==> config.mk <==
export PLATFORM = sky130hd
export DESIGN_NAME = psa_loader
export DESIGN_NICKNAME = d
export VERILOG_FILES = /design/src/rtl/psa_loader.sv
export SDC_FILE = /design/constraint.sdc
export NUM_CORES = 1
export LEC_CHECK = 0
export ABC_AREA = 1
export ABC_CLOCK_PERIOD_IN_PS = 3300
export CAP_MARGIN = 30
export CORE_ASPECT_RATIO = 1.2
export CORE_UTILIZATION = 56
export DETAILED_ROUTE_END_ITERATION = 8
export PLACE_DENSITY = 0.92
export SYNTH_ARGS = -nofsm -noshare
export SYNTH_HDL_FRONTEND = slang
export SYNTH_SLANG_ARGS = --single-unit
==> constraint.sdc <==
create_clock -name CLK100MHZ -period 3.3 [get_ports CLK100MHZ]
set_clock_uncertainty 0.15 [all_clocks]
set_input_delay 0.33 -clock CLK100MHZ [delete_from_list [all_inputs] [get_ports CLK100MHZ]]
set_output_delay 0.33 -clock CLK100MHZ [all_outputs]
set_load 0.03 [all_outputs]
==> src/rtl/psa_loader.sv <==
`timescale 1ns/1ps
`default_nettype none
// ============================================================================
// Module      : psa_loader
// Description : Host byte-stream loader for the PSA pattern BRAM and the
//               search-block BRAM. Parses CMD/ADDR/LEN/DATA frames, drives
//               the BRAM port-A write strobes and publishes the p/pl/b/bl
//               descriptors consumed by the search engine.
//               Optional macro LOADER_CSUM_EN appends an XOR checksum byte
//               to every frame.
// Revision    : 1.0 - initial release
// ============================================================================
module psa_loader #(
    parameter logic [7:0] CMD_PAT = 8'h50,
    parameter logic [7:0] CMD_BLK = 8'h42
) (
    input  logic       CLK100MHZ,
    input  logic       reset,
    input  logic [7:0] in_byte,
    input  logic       in_valid,
    output logic       in_ready,
    input  logic       lock,
    output logic       wea_p,
    output logic [7:0] addra_p,
    output logic [7:0] dina_p,
    output logic       wea,
    output logic [7:0] addra,
    output logic [7:0] dina,
    output logic [7:0] p,
    output logic [7:0] pl,
    output logic [7:0] b,
    output logic [7:0] bl,
    output logic       busy,
    output logic       loaded,
    output logic       err
);

    localparam logic [2:0] c_st_idle = 3'd0;
    localparam logic [2:0] c_st_addr = 3'd1;
    localparam logic [2:0] c_st_len  = 3'd2;
    localparam logic [2:0] c_st_data = 3'd3;
    localparam logic [2:0] c_st_csum = 3'd4;
    localparam logic [2:0] c_st_fin  = 3'd5;

    logic [2:0] r_state;
    logic       r_tgt_pat;   // 1: pattern BRAM, 0: block BRAM
    logic [7:0] r_start;
    logic [7:0] r_len;
    logic [7:0] r_ptr;
    logic [7:0] r_cnt;       // data bytes still to come
    logic       r_wea_p;
    logic [7:0] r_addra_p;
    logic [7:0] r_dina_p;
    logic       r_wea;
    logic [7:0] r_addra;
    logic [7:0] r_dina;
    logic [7:0] r_p;
    logic [7:0] r_pl;
    logic [7:0] r_b;
    logic [7:0] r_bl;
    logic       r_loaded;
    logic       r_err;
`ifdef LOADER_CSUM_EN
    logic [7:0] r_sum;
`endif

    logic w_ready;
    logic w_acc;

    // lock only gates the start of a frame; FIN is a one-cycle bubble
    always_comb begin
        w_ready = 1'b1;
        if (r_state == c_st_idle) begin
            w_ready = ~lock;
        end else if (r_state == c_st_fin) begin
            w_ready = 1'b0;
        end
        w_acc = in_valid & w_ready;
    end

    // Frame parser, registered BRAM write strobes and descriptor update
    always_ff @(posedge CLK100MHZ) begin
        if (reset) begin
            r_state   <= c_st_idle;
            r_tgt_pat <= 1'b0;
            r_start   <= 8'd0;
            r_len     <= 8'd0;
            r_ptr     <= 8'd0;
            r_cnt     <= 8'd0;
            r_wea_p   <= 1'b0;
            r_addra_p <= 8'd0;
            r_dina_p  <= 8'd0;
            r_wea     <= 1'b0;
            r_addra   <= 8'd0;
            r_dina    <= 8'd0;
            r_p       <= 8'd0;
            r_pl      <= 8'd0;
            r_b       <= 8'd0;
            r_bl      <= 8'd0;
            r_loaded  <= 1'b0;
            r_err     <= 1'b0;
`ifdef LOADER_CSUM_EN
            r_sum     <= 8'd0;
`endif
        end else begin
            r_wea_p  <= 1'b0;
            r_wea    <= 1'b0;
            r_loaded <= 1'b0;
            r_err    <= 1'b0;
            case (r_state)
                c_st_idle: begin
                    if (w_acc) begin
                        if ((in_byte == CMD_PAT) || (in_byte == CMD_BLK)) begin
                            r_tgt_pat <= (in_byte == CMD_PAT);
                            r_state   <= c_st_addr;
`ifdef LOADER_CSUM_EN
                            r_sum     <= 8'd0;
`endif
                        end else begin
                            r_err <= 1'b1;
                        end
                    end
                end
                c_st_addr: begin
                    if (w_acc) begin
                        r_start <= in_byte;
                        r_ptr   <= in_byte;
                        r_state <= c_st_len;
                    end
                end
                c_st_len: begin
                    if (w_acc) begin
                        if (in_byte == 8'd0) begin
                            r_err   <= 1'b1;
                            r_state <= c_st_idle;
                        end else begin
                            r_len   <= in_byte;
                            r_cnt   <= in_byte;
                            r_state <= c_st_data;
                        end
                    end
                end
                c_st_data: begin
                    if (w_acc) begin
                        if (r_tgt_pat) begin
                            r_wea_p   <= 1'b1;
                            r_addra_p <= r_ptr;
                            r_dina_p  <= in_byte;
                        end else begin
                            r_wea   <= 1'b1;
                            r_addra <= r_ptr;
                            r_dina  <= in_byte;
                        end
                        // 8-bit pointer wraps naturally from 8'hFF to 8'h00
                        r_ptr <= r_ptr + 8'd1;
                        r_cnt <= r_cnt - 8'd1;
`ifdef LOADER_CSUM_EN
                        r_sum <= r_sum ^ in_byte;
                        if (r_cnt == 8'd1) begin
                            r_state <= c_st_csum;
                        end
`else
                        if (r_cnt == 8'd1) begin
                            r_state <= c_st_fin;
                        end
`endif
                    end
                end
`ifdef LOADER_CSUM_EN
                c_st_csum: begin
                    if (w_acc) begin
                        if (in_byte == r_sum) begin
                            r_state <= c_st_fin;
                        end else begin
                            // written data is not rolled back, descriptors keep old values
                            r_err   <= 1'b1;
                            r_state <= c_st_idle;
                        end
                    end
                end
`endif
                c_st_fin: begin
                    r_loaded <= 1'b1;
                    if (r_tgt_pat) begin
                        r_p  <= r_start;
                        r_pl <= r_len;
                    end else begin
                        r_b  <= r_start;
                        r_bl <= r_len;
                    end
                    r_state <= c_st_idle;
                end
                default: begin
                    r_state <= c_st_idle;
                end
            endcase
        end
    end

    assign in_ready = w_ready;
    assign wea_p    = r_wea_p;
    assign addra_p  = r_addra_p;
    assign dina_p   = r_dina_p;
    assign wea      = r_wea;
    assign addra    = r_addra;
    assign dina     = r_dina;
    assign p        = r_p;
    assign pl       = r_pl;
    assign b        = r_b;
    assign bl       = r_bl;
    assign busy     = (r_state != c_st_idle);
    assign loaded   = r_loaded;
    assign err      = r_err;

endmodule
`default_nettype wire

# Word-level counts from Yosys, hierarchy flattened
# Index checks and enable logic that the tools add are counted.
# W data, S select, Z words.
dict set report op_classes {
  add_sub_neg 2
  n_mux 25
  eq_ne 14
  n_reduce_logical 17
  bitwise_logic 6
}
# operator count
set ops {}
lappend ops {{$mux W8} 5}
lappend ops {{$pmux W8 S2} 2}
lappend ops {{$mux W3} 6}
lappend ops {{$eq A8 B7 Y1 const B} 2}
lappend ops {{$reduce_and A3 Y1} 5}
lappend ops {{$ne A2 B2 Y1 const B} 6}
lappend ops {{$pmux W3 S4} 1}
lappend ops {{$mux W1} 9}
lappend ops {{$add A8 B1 Y8 const B} 1}
lappend ops {{$eq A8 B1 Y1 const B} 1}
lappend ops {{$logic_not A8 Y1} 1}
lappend ops {{$sub A8 B1 Y8 const B} 1}
lappend ops {{$eq A3 B2 Y1 const B} 2}
lappend ops {{$reduce_and A2 Y1} 3}
lappend ops {{$reduce_and A6 Y1} 1}
lappend ops {{$not A1 Y1} 5}
lappend ops {{$reduce_and A4 Y1} 1}
lappend ops {{$reduce_bool A2 Y1} 2}
lappend ops {{$eq A3 B1 Y1 const B} 1}
lappend ops {{$eq A3 B3 Y1 const B} 1}
lappend ops {{$logic_not A3 Y1} 1}
lappend ops {{$reduce_bool A3 Y1} 1}
lappend ops {{$reduce_or A3 Y1} 1}
lappend ops {{$mux W2} 1}
lappend ops {{other kinds (4)} 4}
dict set report totals {
  out_inout_bits 70
  reg_bits 104
  in_bits 12
}

# Depth between registers and ports, before layout
dict set report logic_depth {
  word_depth 6
  depth_mapped 10
  ltp_nobuf 10
}

# Worst setup path before layout
# OpenSTA, ideal clock, no wires.
dict set report synth_path {
  kind {reg2reg}
  start {register r_state[2]}
  end {register r_dina[7] (netlist: dina[7])}
  arrival_time_ps 1265
  required_time_ps 3034
  stages_incl_launch_ff 10
  path_buffers 1
  period_less_slack_ps 1531
  setup_ps 116
  slack_ps 1769
  path_cell_list {dfxtp_1 > inv_2 > nand2_2 > nor2_2 > inv_2 > nor2_8 > nand2_4 > buf_6 > o21ai_0 > nor2_1}
}
dict set report synth_via {
  elab_chain_cells 5
}
# element line
set synth_lines {}
lappend synth_lines {{from (decl)} 45} ;# logic [2:0] r_state;
lappend synth_lines {{from (signal assigned)} 84} ;# r_state <= c_st_idle;
lappend synth_lines {{from (signal assigned)} 115} ;# r_state <= c_st_addr;
lappend synth_lines {{from (signal assigned)} 128} ;# r_state <= c_st_len;
lappend synth_lines {{$eq A3 B3 Y1} 75} ;# end else if (r_state == c_st_fin) begin
lappend synth_lines {{$mux W1} 75}
lappend synth_lines {{$mux W1} 73} ;# if (r_state == c_st_idle) begin
lappend synth_lines {{$and A1 B1 Y1} 78} ;# w_acc = in_valid & w_ready;
lappend synth_lines {{$reduce_and A3 Y1 (no line) (*)} -}
lappend synth_lines {{to (signal assigned)} 152} ;# r_dina <= in_byte;
lappend synth_lines {{to (decl)} 56} ;# logic [7:0] r_dina;
# Mark *: on every way between the ends. The rest lies on a longest branch, timed or not.
# A chain may end at the register's enable or synchronous reset.

# Final worst setup path
dict set report layout_path {
  start {register r_state[2]}
  end {output busy}
}
dict set report layout_via {
  elab_chain_cells 1
}
# element line
set layout_lines {}
lappend layout_lines {{$reduce_bool A3 Y1} 211} ;# assign busy = (r_state != c_st_idle);
lappend layout_lines {{to (decl)} 33} ;# output logic busy,
# Every way passes these cells.

==> metrics.md <==
| Metric | Value |
|---|---|
| Outcome | `completed` |
| Clock buffer depth | `2` |
| Synth Flop Type | `dfxtp_1` |
| Unrepaired setup endpoints after global routing | `no` |
| Max Clk Rate | `414 MHz` |
| Worst-skew pair later-pin latency | `0.38 ns` |
| Vias in the first global route | `~4000` |
| Core area | `around 7400 µm²` |
| Peak supply drop | `~0.00029 V` |
| Die area | `~8100 µm²` |
| IO Pins | `82` |
| Via count | `roughly 4200` |
| DR DRC count | `0` |
| First-pass GRT wire length | `18.0 mm` |
| Clock buffer count from CTS | `9` |
| Synthesized instance count | `596` |
| GRT Total Usage | `0.288` |
| Post-synth top area cell | `dfxtp_1` |
| EDFF count, synth | `0` |
| Total gr overflow | `0` |
| Distinct cells, synth | `30` |
| Mapped Area | `around 4300 µm²` |
| CTS Sinks | `about 100` |
| Max Slew Vio Count | `0` |
| Synth area leaders | `dfxtp_1 48%, nor2_1 13%, o21ai_0 8.4%, nand2_1 7.4%, a21oi_1 4.0%` |
| GPL Wtd Cong | `0.908` |
| CTS tree | `yes` |
| CP arrival | `1.94 ns` |
| CTS clk-pin slew, worst paths | `approximately 0.09 ns` |
| Largest net degree at the start of global routing | `76` |
| Startpoint types | `flop` |
| Post-CTS Hold Buffers | `0` |
| Fraction of registers with async set/reset | `0` |
| Commonest cells post-synth | `155 x nor2_1, 104 x dfxtp_1, 86 x nand2_1, 73 x o21ai_0, 36 x inv_1` |
| Final WL | `11.1 mm` |
| Worst Path Max Fanout | `5` |
| Final setup vio count | `0` |
| Crit path cell chain | `inv_2 > nand2_1 > nor2_1 > inv_1 > clkdlybuf4s50_1` |
| Main combinational cell family by area after synthesis | `simple AND/OR/NAND/NOR gates` |
| PortBufs | `roughly 80` |
| Detail Route Antenna Nets | `0` |
| Htree depth | `3` |
| Nets | `slightly below 700` |
| Drt initial violations | `287` |
| Adder-Cell Fraction of Synth Area | `0.00865` |
| Number of max-cap violations | `0` |
| Ant diodes | `0` |
| 1st-pass router iterations | `5` |
| Post-synthesis mux area share | `0` |
| Die height | `between 90 and 100 µm` |
| PostCTS Resize Cnt | `0` |
| Setup Buffers After CTS | `0` |
| Synth Area per Inst | `approximately 7.3 µm²` |
| Crit-path max cell delay | `between 0.6 and 0.7 ns` |
| CP endpoint kind | `primary output` |
| Place WS | `0.943 ns` |
| Starting Density | `0.590` |
| Post-synthesis simple-gate area fraction | `0.286` |
| Hold Fails Final Rpt | `0` |
| Layout cells sized above 1 | `0.0581` |
| Met2 usage | `0.507` |
| Grt peak-use layer | `met2` |
| Setup Crit Path Kind | `reg2out` |
| Compound-Gate Fraction of Synth Area | `0.144` |
| Worst setup margin | `0.883 ns` |
| Xor/xnor share of the synthesized area | `0.00807` |
| WL/cell | `14.6 µm` |
| Final core utilization | `0.727` |
| Power Dens Cells | `around 410 nW/µm²` |
| FP Rows | `34` |
| Setup TNS | `0 ns` |
| Min cycle time layout | `2.42 ns` |
| Grt met3 use | `0.0713` |
| Post-synthesis sequential area ratio | `0.480` |
| Leak pwr | `2.21 nW` |
| Data required, critical path | `2.82 ns` |
| Initial antenna violation count | `0` |
| Synthesized flop and latch total | `104` |
| Relative max-transition margin | `0.391` |
| Root Buffer | `clkbuf_8` |
| CP max-delay cell | `clkdlybuf4s50_1` |
| Power Total | `2.19 mW` |
| Tightest Pin Transition | `0.912 ns` |
| M1 GR Usage | `0.313` |
| DR vias/cell | `5.49` |
| Count leader, synth | `nor2_1` |
| Yosys warns | `0` |
| Hpwl dp | `roughly 7.6 mm` |
| Yosys top cell area share | `0.480` |
| Chip width | `about 82 µm` |
| Syn-to-layout area delta | `23.3%` |
| Synthesized net count | `611` |
| Hold Crit Class | `reg2reg` |
| Period utilization | `0.732` |
-- power breakdown --
| part | leakage, nW | switching [mW] | internal, mW | total [mW] |
|---|---|---|---|---|
| clock | 0.102 | 0.442 | 0.396 | 0.838 |
| sequential | 0.837 | 0.00174 | 1.26 | 1.26 |
| combinational | 1.28 | 0.0651 | 0.0340 | 0.0990 |
-- metrics by stage --
stage | std cells | hold slack, ns | area, µm²
after floorplan | 596 | 0.258 | 4340
after global placement | 745 | 0.297 | 5140
after detailed placement | 745 | 0.307 | 5140
after CTS | 761 | 0.321 | 5350
after global routing | 761 | 0.350 | 5350
final | 761 | 0.320 | 5350
-- state kept, by name, indices dropped and copies added (netlist names) --
name / cells
r_ptr: 8
r_start: 8
addra_p: 8
bl: 8
dina: 8
r_cnt: 8
pl: 8
b: 8
r_len: 8
r_state: 3
wea: 1
addra: 8
err: 1
loaded: 1
wea_p: 1
r_tgt_pat: 1
p: 8
dina_p: 8
-- cells in the final DEF (no fill, tap or decap), drive strengths merged, types with 11 or more instances in the layout --
cell type and instances:
dfxtp 104, nor2 161, o21ai 86, nand2 92, clkdlybuf4s50 81, clkbuf 11
inv 42, a21oi 35, nand3 33
-- critical path: cells and delay by family, from the launching register on --
kind	cells	cell delay (ns)
AND/OR/NAND/NOR	2	0.30
buffers and inverters	3	0.88
flip-flops	1	0.38
-- kinds of logic after synthesis --
kind of cell	count (synthesis)
AO/OA/AOI/OAI	124
XOR/XNOR	4
adder cells (fa/ha/maj)	3
buffers and inverters	68
flip-flops	104
AND/OR/NAND/NOR	293
-- area by class of cell --
| class | count | area (µm²) |
|---|---|---|
| fill | 552 | 2010 |
| clock inverter | 5 | 62.6 |
| multi-input combinational | 424 | 1940 |
| inverter | 43 | 166 |
| sequential | 104 | 2080 |
| clock buffer | 11 | 151 |
| timing repair buffer | 84 | 833 |
| tap | 90 | 113 |
-- metal layers --
layer  part of all wire  vias up
li1                   -     2049
met1               0.39     1917
met2               0.52      173
met3              0.063       42
met4              0.033        0
met5                  0        -
-- path summary, 6_finish.rpt --
kind | from | end | slack (ns) | depth (start not counted)
max | r_state[2] | busy | 0.88 | 5
min | pl[1] | pl[1] | 0.32 | 2
max reg2reg | r_state[0] | r_ptr[5] | 1.14 | 6
min reg2reg | pl[1] | pl[1] | 0.32 | 2
Note: power is estimated with default switching activity, not from simulation.
